[src/rtl/pad_pkg.sv]
// Shared types and constants for the NES/SNES pad reader.
// Defining SNES_MODE_EN selects the 16-bit SNES frame instead of the 8-bit NES frame.
package pad_pkg;

  typedef enum logic [2:0] {
    ST_IDLE,
    ST_LATCH,
    ST_SAMPLE,
    ST_CLKLO,
    ST_DONE
  } pad_state_t;

  // Bit positions in the shifted word; bit 0 is the first bit out of the pad.
  localparam int BTN_A      = 0;
  localparam int BTN_B      = 1;
  localparam int BTN_SELECT = 2;
  localparam int BTN_START  = 3;
  localparam int BTN_UP     = 4;
  localparam int BTN_DOWN   = 5;
  localparam int BTN_LEFT   = 6;
  localparam int BTN_RIGHT  = 7;

  localparam int TICK_US = 6;

`ifdef SNES_MODE_EN
  localparam int NBITS = 16;
`else
  localparam int NBITS = 8;
`endif

  // Opposing directions together mean a broken pad or a floating data line.
  function automatic logic frame_ok(input logic [15:0] w);
    return !((w[BTN_UP] & w[BTN_DOWN]) | (w[BTN_LEFT] & w[BTN_RIGHT]));
  endfunction

endpackage

[src/rtl/tick_gen.sv]
// Free-running divider: one-cycle tick every DIV clocks, first tick DIV cycles after reset.
module tick_gen #(
  parameter int DIV = 6
) (
  input  logic CLK,
  input  logic RST_N,
  output logic tick
);

  localparam int W = (DIV > 1) ? $clog2(DIV) : 1;

  logic [W-1:0] cnt;

  assign tick = (cnt == W'(DIV - 1));

  always_ff @(posedge CLK or negedge RST_N) begin
    if (!RST_N) begin
      cnt <= '0;
    end else if (tick) begin
      cnt <= '0;
    end else begin
      cnt <= cnt + 1'b1;
    end
  end

endmodule

[src/rtl/nes_pad_reader.sv]
// Polls an NES pad (SNES when SNES_MODE_EN is defined) once per poll period and publishes
// the deserialised word plus validated direction flags, all updated together in the DONE cycle.
module nes_pad_reader
  import pad_pkg::*;
#(
  parameter int CLK_HZ  = 100_000_000,
  parameter int POLL_HZ = 60
) (
  input  logic        CLK,
  input  logic        RST_N,
  input  logic        PadData,
  output logic        PadLatch,
  output logic        PadClk,
  output logic        NU,
  output logic        ND,
  output logic        NL,
  output logic        NR,
  output logic        NReadable,
  output logic [15:0] Buttons
);

  localparam int TICK_DIV   = CLK_HZ / 1_000_000 * TICK_US;
  localparam int POLL_TICKS = 1_000_000 / (TICK_US * POLL_HZ);
  localparam int PW         = (POLL_TICKS > 1) ? $clog2(POLL_TICKS) : 1;
  localparam logic [3:0] LAST_IDX = 4'(NBITS - 1);

  logic          tick;
  logic          start;
  logic [PW-1:0] poll_cnt;
  logic [1:0]    data_sync;
  logic          pad_bit;
  pad_state_t    state;
  pad_state_t    state_nxt;
  logic [3:0]    idx;
  logic          lat_cnt;
  logic [15:0]   shift;

  tick_gen #(
    .DIV(TICK_DIV)
  ) u_tick (
    .CLK  (CLK),
    .RST_N(RST_N),
    .tick (tick)
  );

  always_ff @(posedge CLK or negedge RST_N) begin
    if (!RST_N) begin
      data_sync <= '0;
    end else begin
      data_sync <= {data_sync[0], PadData};
    end
  end

  // Buttons pull the line low when pressed.
  assign pad_bit = ~data_sync[1];

  always_ff @(posedge CLK or negedge RST_N) begin
    if (!RST_N) begin
      poll_cnt <= '0;
    end else if (tick) begin
      poll_cnt <= (poll_cnt == PW'(POLL_TICKS - 1)) ? '0 : poll_cnt + 1'b1;
    end
  end

  assign start = tick && (poll_cnt == PW'(POLL_TICKS - 1));

  always_ff @(posedge CLK or negedge RST_N) begin
    if (!RST_N) begin
      state <= ST_IDLE;
    end else begin
      state <= state_nxt;
    end
  end

  always_comb begin
    state_nxt = state;
    case (state)
      ST_IDLE:   if (start) state_nxt = ST_LATCH;
      ST_LATCH:  if (tick && lat_cnt) state_nxt = ST_SAMPLE;
      ST_SAMPLE: if (tick) state_nxt = ST_CLKLO;
      ST_CLKLO:  if (tick) state_nxt = (idx == LAST_IDX) ? ST_DONE : ST_SAMPLE;
      ST_DONE:   state_nxt = ST_IDLE;
      default:   state_nxt = ST_IDLE;
    endcase
  end

  // Pad strobes are decoded from the next state so they leave a flop with no decode glitches.
  always_ff @(posedge CLK or negedge RST_N) begin
    if (!RST_N) begin
      PadLatch <= 1'b0;
      PadClk   <= 1'b1;
    end else begin
      PadLatch <= (state_nxt == ST_LATCH);
      PadClk   <= (state_nxt != ST_CLKLO);
    end
  end

  always_ff @(posedge CLK or negedge RST_N) begin
    if (!RST_N) begin
      idx     <= '0;
      lat_cnt <= 1'b0;
      shift   <= '0;
    end else begin
      case (state)
        ST_IDLE: begin
          if (start) begin
            idx     <= '0;
            lat_cnt <= 1'b0;
            shift   <= '0;
          end
        end
        ST_LATCH:  if (tick) lat_cnt <= 1'b1;
        ST_SAMPLE: if (tick) shift[idx] <= pad_bit;
        ST_CLKLO:  if (tick && (idx != LAST_IDX)) idx <= idx + 4'd1;
        default: ;
      endcase
    end
  end

  always_ff @(posedge CLK or negedge RST_N) begin
    if (!RST_N) begin
      NU        <= 1'b0;
      ND        <= 1'b0;
      NL        <= 1'b0;
      NR        <= 1'b0;
      NReadable <= 1'b0;
      Buttons   <= '0;
    end else if (state == ST_DONE) begin
      NU        <= frame_ok(shift) & shift[BTN_UP];
      ND        <= frame_ok(shift) & shift[BTN_DOWN];
      NL        <= frame_ok(shift) & shift[BTN_LEFT];
      NR        <= frame_ok(shift) & shift[BTN_RIGHT];
      NReadable <= frame_ok(shift);
      Buttons   <= shift;
    end
  end

endmodule

[config.mk]
export PLATFORM = sky130hd
export DESIGN_NAME = nes_pad_reader
export DESIGN_NICKNAME = d
export VERILOG_FILES = /design/src/rtl/pad_pkg.sv /design/src/rtl/tick_gen.sv /design/src/rtl/nes_pad_reader.sv
export SDC_FILE = /design/constraint.sdc
export NUM_CORES = 1
export LEC_CHECK = 0
export BUFFER_PORTS_ARGS = -buffer_cell sky130_fd_sc_hd__buf_2
export CAP_MARGIN = 25
export CORE_ASPECT_RATIO = 0.6
export CORE_UTILIZATION = 55
export CTS_CLUSTER_DIAMETER = 200
export DETAILED_ROUTE_END_ITERATION = 10
export GPL_ROUTABILITY_DRIVEN = 0
export PLACE_DENSITY = 0.8
export SYNTH_ARGS = -nofsm -noshare
export SYNTH_HDL_FRONTEND = slang
export SYNTH_HIERARCHICAL = 1
export SYNTH_SLANG_ARGS = --single-unit
[constraint.sdc]
create_clock -name CLK -period 6 [get_ports CLK]
set_input_delay 1.2 -clock CLK [delete_from_list [all_inputs] [get_ports CLK]]
set_output_delay 1.2 -clock CLK [all_outputs]
set_load 0.02 [all_outputs]
==> results of run 1 <==
-- stage by stage --
| stage | utilization (%) | cells | hold WS [ns] |
|---|---|---|---|
| after global placement | 61.0 | 392 | 0.336 |
| after detailed placement | 61.0 | 392 | 0.346 |
| final | 64.9 | 410 | 0.363 |
| after global routing | 64.9 | 410 | 0.379 |
| after CTS | 64.6 | 408 | 0.363 |
| after floorplan | - | 299 | 0.331 |
-- cell type report --
class	instances	area, um^2
well taps	80	100
flip-flops and latches	71	1780
fillers	446	1980
multi-input cells	206	1400
clock inverters	6	67.6
inverters	8	30.0
clock buffers	10	138
repair buffers	29	156
-- layer usage --
metal  GRT usage, %  share of wire (%)  vias to the layer above
met5              0                  0                        -
met4           6.21                1.2                        0
met3           7.49                6.0                        8
met2           31.8                 43                       59
met1           29.9                 50                     1119
li1               -                  -                     1133
-- power by group through the flow --
stage	registers, W	clock network, W	logic, W
floorplan	0.000489	0	0.00000137
global placement	0.000490	0	0.0000104
detailed placement	0.000490	0	0.0000104
CTS	0.000481	0.000394	0.0000103
global route	0.000481	0.000414	0.0000118
finish	0.000481	0.000386	0.00000944
-- sequential cells by signal (all words and copies together), names as in the netlist --
name / count
lat_cnt: 1
data_sync: 2
u_tick/cnt: 10
PadClk: 1
poll_cnt: 12
NR: 1
NL: 1
state: 3
NReadable: 1
ND: 1
Buttons: 16
shift: 16
NU: 1
PadLatch: 1
idx: 4
-- kinds of logic (layout without fill, tap and decap cells) --
| family | Yosys count | after routing | share of synthesized area (%) |
|---|---|---|---|
| xor gates and xnor gates | 14 | 14 | 3.74 |
| DFF | 71 | 71 | 54.3 |
| and+or+nand+nor | 112 | 112 | 19.4 |
| AOI/OAI and AO/OA | 54 | 54 | 10.4 |
| adders and majority gates | 7 | 7 | 2.67 |
| muxes | 19 | 19 | 6.42 |
| buffers and inverters | 22 | 53 | 3.06 |
-- cell usage in the layout, fill, tap and decap left out, types with 9 or more instances in the layout --
| cell type | synthesis | routed |
|---|---|---|
| o21ai_0 | 17 | 17 |
| clkbuf_8 | 0 | 10 |
| o32ai_1 | 9 | 9 |
| mux2_2 | 16 | 16 |
| xor2_1 | 11 | 11 |
| nand2_1 | 35 | 35 |
| dfrtp_1 | 70 | 70 |
| nor2_1 | 13 | 13 |
| nand3_1 | 18 | 18 |
| buf_2 | 5 | 25 |
-- how the worst min path moves through the flow --
stage | start | end | slack (ns) | cells after the start
after floorplan | data_sync[0] | data_sync[1] | 0.33 | 0
after global placement | data_sync[0] | data_sync[1] | 0.34 | 0
after detailed placement | data_sync[0] | data_sync[1] | 0.35 | 0
after CTS | data_sync[0] | data_sync[1] | 0.36 | 0
after global routing | data_sync[0] | data_sync[1] | 0.38 | 0
final | data_sync[0] | data_sync[1] | 0.36 | 0
-- critical path, delay by kind of cell, from the launching register on --
| family | cells | cell delay (ns) |
|---|---|---|
| and+or+nand+nor | 5 | 1.74 |
| buffers and inverters | 2 | 0.55 |
| DFF | 1 | 0.41 |
| AOI/OAI and AO/OA | 1 | 0.06 |
==> results.md, run 1 <==
- Asr flop ratio synth: 100%
- Largest stage delay, worst path: 0.59 ns
- Distinct cells, synth: 44
- Final setup viols: 0
- Initial Util: 58.0%
- Power per cell area: 239 nW/um^2
- Share of cells above drive strength 1: 20.3%
- TritonCTS Buffers: 9
- Clock buffer depth: 2
- Unrepaired setup endpoints after global routing: false
- Fin crit share: 48.1%
- Die Ht: 61.8 um
- Combinational fraction of design power: 1.1%
- Sequential-to-total area share from yosys stat: 54.3%
- Sequential cell fraction of total power: 54.9%
- Largest net degree at the start of global routing: 72
- Clk sinks: 71
- Antenna violations before repair: 0
- FF-to-FF setup slack: 3.11 ns
- Post-place instance area: 3450 um^2
- Fin. Hold Viols: 0
- # DRC: 0
- Top post-synthesis cells by area: dfrtp_1, mux2_2, nand2_1
- Max FO, Critical Path: 29
- DP HPWL: 3970 um
- Synthesis Warnings: 6
- Clock transition at path regs: 0.07 ns
- Post-CTS Setup Bufs: 0
- Internal Pwr Total: 0.000684 W
- Post-synth EDFFs: 0
- Sw Share: 21.9%
- Final WS setup: 3.11 ns
- Crit path kind: register to register
- Skew-Pair Late Insertion Delay: 0.35 ns
- Setup TNS: 0 ns
- CP Cell Sequence: or4b_4 > nor4_4 > buf_4 > or4b_4 > nor4_4 > buf_6 > nand3b_1 > o21ai_1
- Vias in the first global route: 2078
- Antenna diode count: 0
- Post-synth top area cell: dfrtp_1
- Vias/cell: 5.66
- Synth top area share: 53.5%
- CTS hold repair buffers: 0
- Final instance area: 3670 um^2
- Critical Path End: idx[0]
- Syn Nets: 309
- CP Launch Type: register
- Die area: 6280 um^2
- ANT nets after route: 0
- Max Slew Vio Count: 0
- Routed WL: 5990 um
- Core Box Area: 5650 um^2
- Drt wl/cell: 14.6 um
- PortBufs: 25
- Clk network pwr share: 44.1%
- FP Rows: 21
- Max-Cap Viols: 0
- Layout Skew: 0.0134 ns
- Crit. Startpoint: u_tick/cnt[8]
- Syn Std Cell Area: 3280 um^2
- Avg Inst Size Synth: 11.0 um^2
- Drt pass-1 iters: 4
- FF-to-FF path depth: 8
- I/O pin count: 26
- CP max-delay cell: or4b_4
- First-pass GRT wire length: 9770 um
- Synth Register Bits: 71
- Slew headroom: 34.8%
- Worst r2r src: u_tick/cnt[8]
- CTS tree: yes
- Fmax: 346 MHz
- Leak pwr: 1.73 nW
- Overflow left after global routing: 0
- Worst EP required: 6.23 ns
- Status: finished clean
- Count leader, synth: dfrtp_1
- Post-Synthesis Cells: 299
- Ys flop type: dfrtp_1
- Via count: 2319
- Hold crit path type: register to register
- CP endpoint kind: register
- Worst slew pin tran: 0.975 ns
- Psw: 0.000192 W
- # H-tree levels: 3
- Fin crit period: 2.89 ns
- Arrival @ worst endpoint: 3.12 ns
- Max VDD drop: 0.120 mV
- Aggregate global-route resource usage: 21.3%
- Final net count: 335
- Pwr Total: 0.000876 W
- Initial DRC Count: 124
- Root buffer cell: clkbuf_8
- Syn-to-layout area delta: 12.0%
- Post-placement setup slack: 2.87 ns
- Post-CTS Resized: 0
- Die span in x: 102 um
- Post-synth top cells: dfrtp_1, nand2_1, nand3_1
- FF-to-FF End: idx[0]
Power figures use the tool's default switching activity.
==> inputs of run 2 (changes only) <==
clock period = 2.93 ns   (was 6 ns; I/O delays follow)
==> run 2 against run 1 <==
  * Sequential power increased by 100%
  * Sequential share of layout area increased by 0.37 points
  * Clock skew is 0.0052 ns lower
  * Power up 90%
  * Clock power up 72%
  * Largest cell class unchanged
  * Highest routed layer unchanged
==> results.md, run 2 (synthesized netlist as in run 1, its figures left out) <==
- DP Cell Count: 396
- Routed WL: 6240 um
- Largest stage delay, worst path: 0.59 ns
- Aggregate global-route resource usage: 22.5%
- Vias/cell: 5.65
- CTS hold repair buffers: 0
- ANT nets after route: 0
- Die span in x: 102 um
- Fin. Hold Viols: 0
- Crit path kind: register to register
- TritonCTS Buffers: 9
- FP Rows: 21
- Post-CTS Setup Bufs: 0
- Final Non-Filler Cells: 411
- Status: finished clean
- DP HPWL: 4350 um
- Max-Cap Viols: 0
- Top sig layer: met4
- Psw: 0.000363 W
- Vias in the first global route: 2111
- Reg area: 1780 um^2
- Most frequent cells in the layout: dfrtp_1, nand2_1, buf_2
- Largest registers: Buttons x16, shift x16, poll_cnt x12
- Final net count: 337
- Wire length on met1: 3230 um
- Met3 WL: 303 um
- Setup TNS: 0 ns
- Largest net degree at the start of global routing: 34
- Slew headroom: 37.7%
- Multi-input logic area: 1400 um^2
- Leak pwr: 1.72 nW
- Drt pass-1 iters: 4
- FF-to-FF setup slack: 0.33 ns
- CP endpoint kind: register
- Post-CTS Resized: 0
- Die Ht: 61.8 um
- Clk sinks: 71
- Leading cell type in the layout, fill and taps excluded: dfrtp_1
- Combinational fraction of design power: 1.3%
- Initial DRC Count: 115
- Antenna violations before repair: 0
- Final WS setup: 0.329 ns
- Share of cells above drive strength 1: 20.2%
- Final setup viols: 0
- Die area: 6280 um^2
- Power per cell area: 458 nW/um^2
- Sequential cell fraction of total power: 59.0%
- Drt wl/cell: 15.2 um
- CTS tree: yes
- Unrepaired setup endpoints after global routing: false
- Worst slew pin tran: 0.932 ns
- Arrival @ worst endpoint: 2.79 ns
- I/O pin count: 26
- Via count: 2323
- Fin crit period: 2.60 ns
- Met2 WL post-DR: 2650 um
- Antenna diode count: 0
- CP max-delay cell: or4b_4
- Max FO, Critical Path: 28
- Layout Skew: 0.00817 ns
- PortBufs: 25
- CP Cell Sequence: or4b_4 > nor4_4 > buf_4 > and4bb_2 > nand2_1 > o21ai_0 > o32ai_1
- Skew-Pair Late Insertion Delay: 0.34 ns
- # DRC: 0
- Fillers: 436
- Clk network pwr share: 39.7%
- Syn-to-layout area delta: 11.1%
- Fmax: 385 MHz
- CP Launch Type: register
- Sw Share: 21.7%
- Max VDD drop: 0.311 mV
- # H-tree levels: 3
- Overflow left after global routing: 0
- First-pass GRT wire length: 10400 um
- Post-placement setup slack: 0.393 ns
- Internal Pwr Total: 0.00130 W
- Core Box Area: 5650 um^2
- Max Slew Vio Count: 0
- Hold crit path type: input pin to async pin
- Worst EP required: 3.12 ns
- Clock buffer depth: 2
- Initial Util: 58.0%
- Root buffer cell: clkbuf_8
- Fin crit share: 88.8%
- Clock transition at path regs: 0.07 ns
==> run 2: power by group through the flow <==
stage                logic (W)  clock network [W]  registers [W]
floorplan           0.00000281                  0        0.00100
CTS                  0.0000226           0.000680       0.000984
finish               0.0000212           0.000662       0.000985
global route         0.0000259           0.000725       0.000984
global placement     0.0000229                  0        0.00100
detailed placement   0.0000227                  0        0.00100
==> run 2: worst paths after layout <==
kind,start,to,cells past startpoint
setup / recovery,u_tick/cnt[8],shift[12],7
hold / removal,RST_N,u_tick/cnt[6],1
setup reg to reg,u_tick/cnt[8],shift[12],7
hold reg to reg,data_sync[0],data_sync[1],0
max in group asynchronous,RST_N,shift[12],2
min in group CLK,data_sync[0],data_sync[1],0
==> run 2: critical path: cells and delay by family, from the launching register on <==
kind | cells | cell delay, ns
AOI/OAI and AO/OA | 2 | 0.37
buffers and inverters | 1 | 0.32
DFF | 1 | 0.41
and+or+nand+nor | 4 | 1.35
==> run 2: per-layer routing <==
layer,GRT usage [%],up-vias
met2,30.8,57
li1,-,1132
met3,5.70,6
met5,0,-
met1,34.0,1128
met4,9.32,0
==> run 2: layout make-up <==
cell class / count / area share [%]
clock buffers: 11 / 3.88
clock inverters: 4 / 0.619
inverters: 8 / 0.825
multi-input cells: 206 / 38.4
flip-flops and latches: 71 / 48.8
well taps: 80 / 2.75
repair buffers: 31 / 4.68
==> run 2: through the flow <==
step | hold slack (ns) | instance area, um^2 | power, W | utilization [%]
6_report | 0.282 | 3640 | 0.00167 | 64.4
5_1_grt | 0.327 | 3640 | 0.00173 | 64.4
4_1_cts | 0.296 | 3640 | 0.00169 | 64.4
3_5_place_dp | 0.337 | 3480 | 0.00103 | 61.5
3_3_place_gp | 0.335 | 3480 | 0.00103 | 61.5
2_1_floorplan | 0.290 | 3280 | 0.00100 | -
